File: config.mk
export PLATFORM = sky130hd
export DESIGN_NAME = dsp_mac_pipe
export DESIGN_NICKNAME = d
export VERILOG_FILES = /design/src/rtl/dsp_mac_pipe_pkg.sv /design/src/rtl/dsp_mac_pipe_acc_bank.sv /design/src/rtl/dsp_mac_pipe.sv
export SDC_FILE = /design/constraint.sdc
export NUM_CORES = 2
export LEC_CHECK = 0
export BUFFER_PORTS_ARGS = -buffer_cell sky130_fd_sc_hd__buf_4
export CORE_MARGIN = 10
export CORE_UTILIZATION = 38
export DETAILED_ROUTE_END_ITERATION = 6
export HOLD_SLACK_MARGIN = 0.06
export PLACE_DENSITY = 0.58
export SLEW_MARGIN = 0
export SYNTH_ARGS = -nofsm -noshare
export SYNTH_HDL_FRONTEND = slang
export SYNTH_SLANG_ARGS = --single-unit
File: constraint.sdc
create_clock -name clk -period 8.5 [get_ports clk]
set_clock_uncertainty 0.2 [all_clocks]
set_input_delay 1.7 -clock clk [delete_from_list [all_inputs] [get_ports clk]]
set_output_delay 1.7 -clock clk [all_outputs]
set_load 0.005 [all_outputs]
File: src/rtl/dsp_mac_pipe_pkg.sv
// Shared DSP datapath constants and parameter-check helpers for MAC and filter tops.
package dsp_defs;

  localparam int DSP_A_MAX_WIDTH = 25;
  localparam int DSP_B_MAX_WIDTH = 18;
  localparam int DSP_P_MAX_WIDTH = 48;
  localparam int DSP_MAC_LATENCY = 3;

  function automatic bit dsp_mac_widths_ok(int a_w, int b_w, int p_w, int n_ch);
    return (a_w >= 1) && (a_w <= DSP_A_MAX_WIDTH) &&
           (b_w >= 1) && (b_w <= DSP_B_MAX_WIDTH) &&
           (p_w >= a_w + b_w) && (p_w <= DSP_P_MAX_WIDTH) &&
           (n_ch >= 1) && (n_ch <= 64);
  endfunction

  function automatic int dsp_chan_width(int n_ch);
    return (n_ch > 1) ? $clog2(n_ch) : 1;
  endfunction

endpackage

File: src/rtl/dsp_mac_pipe_acc_bank.sv
// Per-channel accumulator bank: S3 read-modify-write, sticky overflow, result register.
// DSP_MAC_SATURATE_EN selects clamping instead of two's-complement wrap.
module dsp_mac_acc_bank
  import dsp_defs::*;
#(
  parameter int P_DATA_WIDTH = 48,
  parameter int PROD_WIDTH   = 43,
  parameter int NUM_CHANNELS = 1,
  parameter int CHAN_WIDTH   = 1
) (
  input  logic                           clk,
  input  logic                           rst_n,
  input  logic                           in_valid,
  input  logic                           first,
  input  logic                           last,
  input  logic        [CHAN_WIDTH-1:0]   chan,
  input  logic signed [PROD_WIDTH-1:0]   prod,
  output logic                           out_valid,
  output logic        [CHAN_WIDTH-1:0]   out_chan,
  output logic signed [P_DATA_WIDTH-1:0] p,
  output logic                           ovf
);

  // Sized to the full index range so any chan value indexes safely; only
  // entries below NUM_CHANNELS are ever written.
  localparam int DEPTH = 2 ** CHAN_WIDTH;

  logic signed [P_DATA_WIDTH-1:0] acc [DEPTH];
  logic        [DEPTH-1:0]        ovf_flag;

  logic                           in_range;
  logic signed [P_DATA_WIDTH-1:0] prod_ext;
  logic signed [P_DATA_WIDTH-1:0] base;
  logic signed [P_DATA_WIDTH-1:0] sum;
  logic signed [P_DATA_WIDTH-1:0] result;
  logic                           add_ovf;
  logic                           ovf_next;

  always_comb begin
    in_range = {1'b0, chan} < (CHAN_WIDTH + 1)'(NUM_CHANNELS);
    prod_ext = P_DATA_WIDTH'(prod);
    base     = first ? '0 : acc[chan];
    sum      = base + prod_ext;
    add_ovf  = (base[P_DATA_WIDTH-1] == prod_ext[P_DATA_WIDTH-1]) &&
               (sum[P_DATA_WIDTH-1] != base[P_DATA_WIDTH-1]);
`ifdef DSP_MAC_SATURATE_EN
    if (add_ovf) begin
      result = base[P_DATA_WIDTH-1] ? {1'b1, {(P_DATA_WIDTH-1){1'b0}}}
                                    : {1'b0, {(P_DATA_WIDTH-1){1'b1}}};
    end else begin
      result = sum;
    end
`else
    result = sum;
`endif
    ovf_next = (!first && ovf_flag[chan]) || add_ovf;
  end

  always_ff @(posedge clk or negedge rst_n) begin
    if (!rst_n) begin
      for (int i = 0; i < DEPTH; i++) acc[i] <= '0;
      ovf_flag  <= '0;
      out_valid <= 1'b0;
      out_chan  <= '0;
      p         <= '0;
      ovf       <= 1'b0;
    end else begin
      out_valid <= 1'b0;
      if (in_valid && in_range) begin
        acc[chan]      <= result;
        ovf_flag[chan] <= ovf_next;
        if (last) begin
          out_valid <= 1'b1;
          out_chan  <= chan;
          p         <= result;
          ovf       <= ovf_next;
        end
      end
    end
  end

endmodule

File: src/rtl/dsp_mac_pipe.sv
// Pipelined multi-channel signed MAC: S1 operand regs, S2 product reg, S3 accumulator bank.
// Define DSP_MAC_SATURATE_EN to clamp on overflow instead of wrapping.
module dsp_mac_pipe
  import dsp_defs::*;
#(
  parameter  int A_DATA_WIDTH = 25,
  parameter  int B_DATA_WIDTH = 18,
  parameter  int P_DATA_WIDTH = 48,
  parameter  int NUM_CHANNELS = 1,
  localparam int CHAN_WIDTH   = dsp_chan_width(NUM_CHANNELS)
) (
  input  logic                           clk,
  input  logic                           rst_n,
  input  logic                           in_valid,
  input  logic                           first,
  input  logic                           last,
  input  logic        [CHAN_WIDTH-1:0]   chan,
  input  logic signed [A_DATA_WIDTH-1:0] a,
  input  logic signed [B_DATA_WIDTH-1:0] b,
  output logic                           out_valid,
  output logic        [CHAN_WIDTH-1:0]   out_chan,
  output logic signed [P_DATA_WIDTH-1:0] p,
  output logic                           ovf
);

  localparam int PROD_WIDTH = A_DATA_WIDTH + B_DATA_WIDTH;

  if (!dsp_mac_widths_ok(A_DATA_WIDTH, B_DATA_WIDTH, P_DATA_WIDTH, NUM_CHANNELS)) begin : g_bad_params
    $error("dsp_mac_pipe: unsupported width or channel parameters");
  end

  logic                           s1_valid, s1_first, s1_last;
  logic        [CHAN_WIDTH-1:0]   s1_chan;
  logic signed [A_DATA_WIDTH-1:0] s1_a;
  logic signed [B_DATA_WIDTH-1:0] s1_b;

  logic                           s2_valid, s2_first, s2_last;
  logic        [CHAN_WIDTH-1:0]   s2_chan;
  logic signed [PROD_WIDTH-1:0]   s2_prod;

  always_ff @(posedge clk or negedge rst_n) begin
    if (!rst_n) begin
      s1_valid <= 1'b0;
      s1_first <= 1'b0;
      s1_last  <= 1'b0;
      s1_chan  <= '0;
      s2_valid <= 1'b0;
      s2_first <= 1'b0;
      s2_last  <= 1'b0;
      s2_chan  <= '0;
    end else begin
      s1_valid <= in_valid;
      s1_first <= first;
      s1_last  <= last;
      s1_chan  <= chan;
      s2_valid <= s1_valid;
      s2_first <= s1_first;
      s2_last  <= s1_last;
      s2_chan  <= s1_chan;
    end
  end

  // Data registers carry no reset so they map onto the DSP48 AREG/BREG/MREG;
  // stale contents are harmless because the valid chain gates every use.
  always_ff @(posedge clk) begin
    s1_a    <= a;
    s1_b    <= b;
    s2_prod <= PROD_WIDTH'(s1_a) * PROD_WIDTH'(s1_b);
  end

  dsp_mac_acc_bank #(
    .P_DATA_WIDTH (P_DATA_WIDTH),
    .PROD_WIDTH   (PROD_WIDTH),
    .NUM_CHANNELS (NUM_CHANNELS),
    .CHAN_WIDTH   (CHAN_WIDTH)
  ) u_acc_bank (
    .clk       (clk),
    .rst_n     (rst_n),
    .in_valid  (s2_valid),
    .first     (s2_first),
    .last      (s2_last),
    .chan      (s2_chan),
    .prod      (s2_prod),
    .out_valid (out_valid),
    .out_chan  (out_chan),
    .p         (p),
    .ovf       (ovf)
  );

endmodule
==> key figures <==
Hold path
  – Worst Hold Launch: s1_valid
  – HP Class: reg -> reg
  – Hold path depth: 0
  – Worst Hold End: s2_valid

Critical path
  – Setup CP Type: reg -> reg
  – R2r setup slk: 1.11 ns
  – Critical Path AT: 7.70 ns
  – Reg2reg end: s2_prod[42]
  – Critical path launch point type: register
  – Crit path max fanout: 25
  – Critical path required time: 8.81 ns
  – Worst R2R Path Depth: 22
  – Critical Path End Type: register
  – R2R Path Start: s1_b[8]

Floorplan
  – Chip Width: 282.8 um
  – Core area: 68470 um^2
  – Initial Util: 0.3832
  – I/O pin cnt: 100
  – Row count: 96
  – Die ar.: 79950 um^2
  – Vert. Die Dim: 282.8 um

Detailed routing
  – 1st-pass router iterations: 5
  – Drt first-iter violations: 1142
  – Drt wl/cell: 17.46 um
  – Final WL: 64800 um
  – Detailed-route via count: 18320
  – Drc violations: 0
  – Final antenna-violating net count: 0
  – Via-to-Cell Ratio: 4.937

Timing
  – Final Cycle Share: 0.8698
  – Worst Max-Slew Pin Slew: 1.131 ns
  – Setup TNS: 0 ns
  – Final hold vios: 0
  – Fmax: 0.1353 GHz
  – Slew Viols, Final: 0
  – Setup-failing EPs final: 0
  – RSZ-0062 raised after global routing: false
  – Max-slew headroom: 0.2450
  – Final min period: 7.394 ns

Synth
  – Synth Area in XOR/XNOR: 0.02871
  – Mapped Avg Cell Area: 9.254 um^2
  – Proportion of synthesized area in mux cells: 0.01908
  – Distinct cells, synth: 71
  – Synth top area share: 0.3373
  – Largest cells by area after synthesis: fa_1, dfrtp_1, inv_1
  – Ys async rst share: 0.6446
  – Ys flop type: dfrtp_1
  – Largest family of logic cells by synthesized area: adder cells
  – Yosys top cell by area: fa_1
  – Seq/Total Area, Yosys: 0.2144
  – Simple-Gate Fraction of Synth Area: 0.1395
  – EDFF count, synth: 0
  – Synthesized area: 26240 um^2
  – #FFs+latches synth: 242
  – Compound-Gate Fraction of Synth Area: 0.08541
  – Syn Inst Count: 2835
  – Syn nets: 3480
  – Post-Synth Adder-Cell Area: 0.4107
  – Synth Warn #: 0

Place
  – Dpl hpwl: 51960 um
  – DP Cell Count: 3658
  – Final GP Congestion: 0.8613
  – DP Area: 27530 um^2
  – Port bufs: 99

GRT
  – Initial antenna violation count: 1
  – GR Overflow Total: 0
  – Vias in the first global route: 19880
  – First-pass GRT wire length: 107500 um
  – GRT Resource Usage Total: 0.1670
  – Largest net degree at the start of global routing: 101

Layout
  – Layout cells sized above 1: 0.06683
  – Seq. cell area: 5627 um^2
  – Nets: 3451
  – Core Util, Final: 0.4161
  – Commonest cells after routing, fill and taps aside: inv_1, fa_1, nand2_1, and2_1, dfrtp_1
  – Area of the multi-input gates: 17940 um^2
  – Fillers: 6745
  – Synth-to-layout area growth: 8.584%
  – Design Area, Final: 28490 um^2
  – Most common cell after layout, fill and taps aside: inv_1
  – Finished Layout Cells: 3711

Clock tree
  – Clk_lat worst skew: 0.58 ns
  – # hold bufs at CTS: 0
  – H-tree levels: 1
  – CTS clock-pin slew for the worst setup and hold paths: 0.06 ns
  – Clock Path Buffers: 3
  – Clock sinks: 242
  – CTS root buffer: clkbuf_16
  – CTS buffer count: 28
  – Setup bufs post-CTS: 0
  – TritonCTS clock tree: done
  – Resized cells post-CTS: 0

Flow run
  – Max Cap Viol: 0

Outcome
  – Outcome: finished clean
logic make-up (layout without fill, tap and decap cells):
| family | count (synthesis) | in the layout |
|---|---|---|
| buffers and inverters | 711 | 704 |
| xor gates and xnor gates | 86 | 86 |
| AOI/OAI and AO/OA | 355 | 355 |
| muxes | 50 | 50 |
| adders and majority gates | 596 | 596 |
| and+or+nand+nor | 795 | 795 |
| other | 0 | 1 |
| DFF | 242 | 242 |
metrics by stage:
stage | hold slack, ns | setup WS (ns)
2_1_floorplan | 0.1312 | 2.023
3_3_place_gp | 0.1411 | 1.272
3_5_place_dp | 0.1403 | 1.174
4_1_cts | 0.1620 | 1.159
5_1_grt | 0.1647 | 0.6575
6_report | 0.1619 | 1.106
worst max-delay path by stage:
stage | slack [ns] | depth (start not counted) | endpoint | startpoint
2_1_floorplan | 2.02 | 23 | s2_prod[41] | s1_a[10]
3_3_place_gp | 1.27 | 24 | s2_prod[42] | s1_b[1]
3_5_place_dp | 1.17 | 22 | s2_prod[42] | s1_b[8]
4_1_cts | 1.16 | 22 | s2_prod[42] | s1_b[8]
5_1_grt | 0.66 | 22 | s2_prod[41] | s1_b[8]
6_report | 1.11 | 22 | s2_prod[42] | s1_b[8]
metal layers:
metal	wire, um	part of all wire	GRT usage	vias to the layer above
li1	-	-	-	8568
met1	30280	0.47	0.2351	9140
met2	28920	0.45	0.2647	539
met3	4341	0.067	0.03189	76
met4	1256	0.019	0.03423	0
met5	0	0	0	-
state kept, by name, indices dropped and copies added (netlist names), 18 cells and up:
register / cells
u_acc_bank.acc: 96
u_acc_bank.p: 48
s2_prod: 43
s1_a: 25
s1_b: 18
final cells by class:
| cell class | count | area share |
|---|---|---|
| diodes | 1 | 0.00008784 |
| clock buffers | 36 | 0.02741 |
| clock inverters | 16 | 0.006017 |
| inverters | 541 | 0.07128 |
| multi-input cells | 1882 | 0.6296 |
| flip-flops and latches | 242 | 0.1975 |
| well taps | 882 | 0.03874 |
| repair buffers | 111 | 0.02938 |
critical path, stage by stage (launching register included):
cell and delay [ns]:
dfxtp_1 1.03, and2_1 0.27, fa_1 0.43, inv_1 0.10, fa_1 0.44, fa_1 0.51
fa_1 0.54, inv_1 0.05, fa_1 0.47, inv_1 0.05, fa_1 0.50, inv_1 0.05
ha_1 0.33, a21oi_1 0.15, a2bb2oi_1 0.45, a221o_1 0.29, nand3_1 0.10, a221o_1 0.41
o21bai_2 0.29, o311ai_1 0.17, a21o_1 0.18, a21oi_1 0.16, xnor2_1 0.14
cells in the mapped netlist (all sizes together) (3+ instances only):
| master | n |
|---|---|
| a2111oi | 3 |
| a211oi | 14 |
| a21o | 45 |
| a21oi | 82 |
| a221o | 3 |
| a221oi | 3 |
| a31o | 4 |
| a31oi | 10 |
| and2 | 169 |
| and3 | 14 |
| buf | 12 |
| clkbuf | 158 |
| dfrtp | 156 |
| dfxtp | 86 |
| fa | 442 |
| ha | 154 |
| inv | 540 |
| mux2i | 50 |
| nand2 | 412 |
| nand2b | 22 |
| nand3 | 19 |
| nand4 | 11 |
| nor2 | 109 |
| nor2b | 8 |
| nor3 | 8 |
| nor3b | 4 |
| o211ai | 3 |
| o21a | 8 |
| o21ai | 137 |
| o21bai | 9 |
| o22ai | 3 |
| o31ai | 8 |
| or2 | 3 |
| or3 | 7 |
| or4 | 3 |
| xnor2 | 56 |
| xor2 | 30 |
Power is left out: the tool's default activity adds up to more than one toggle a clock period on the data nets, which glitch-free logic cannot reach.
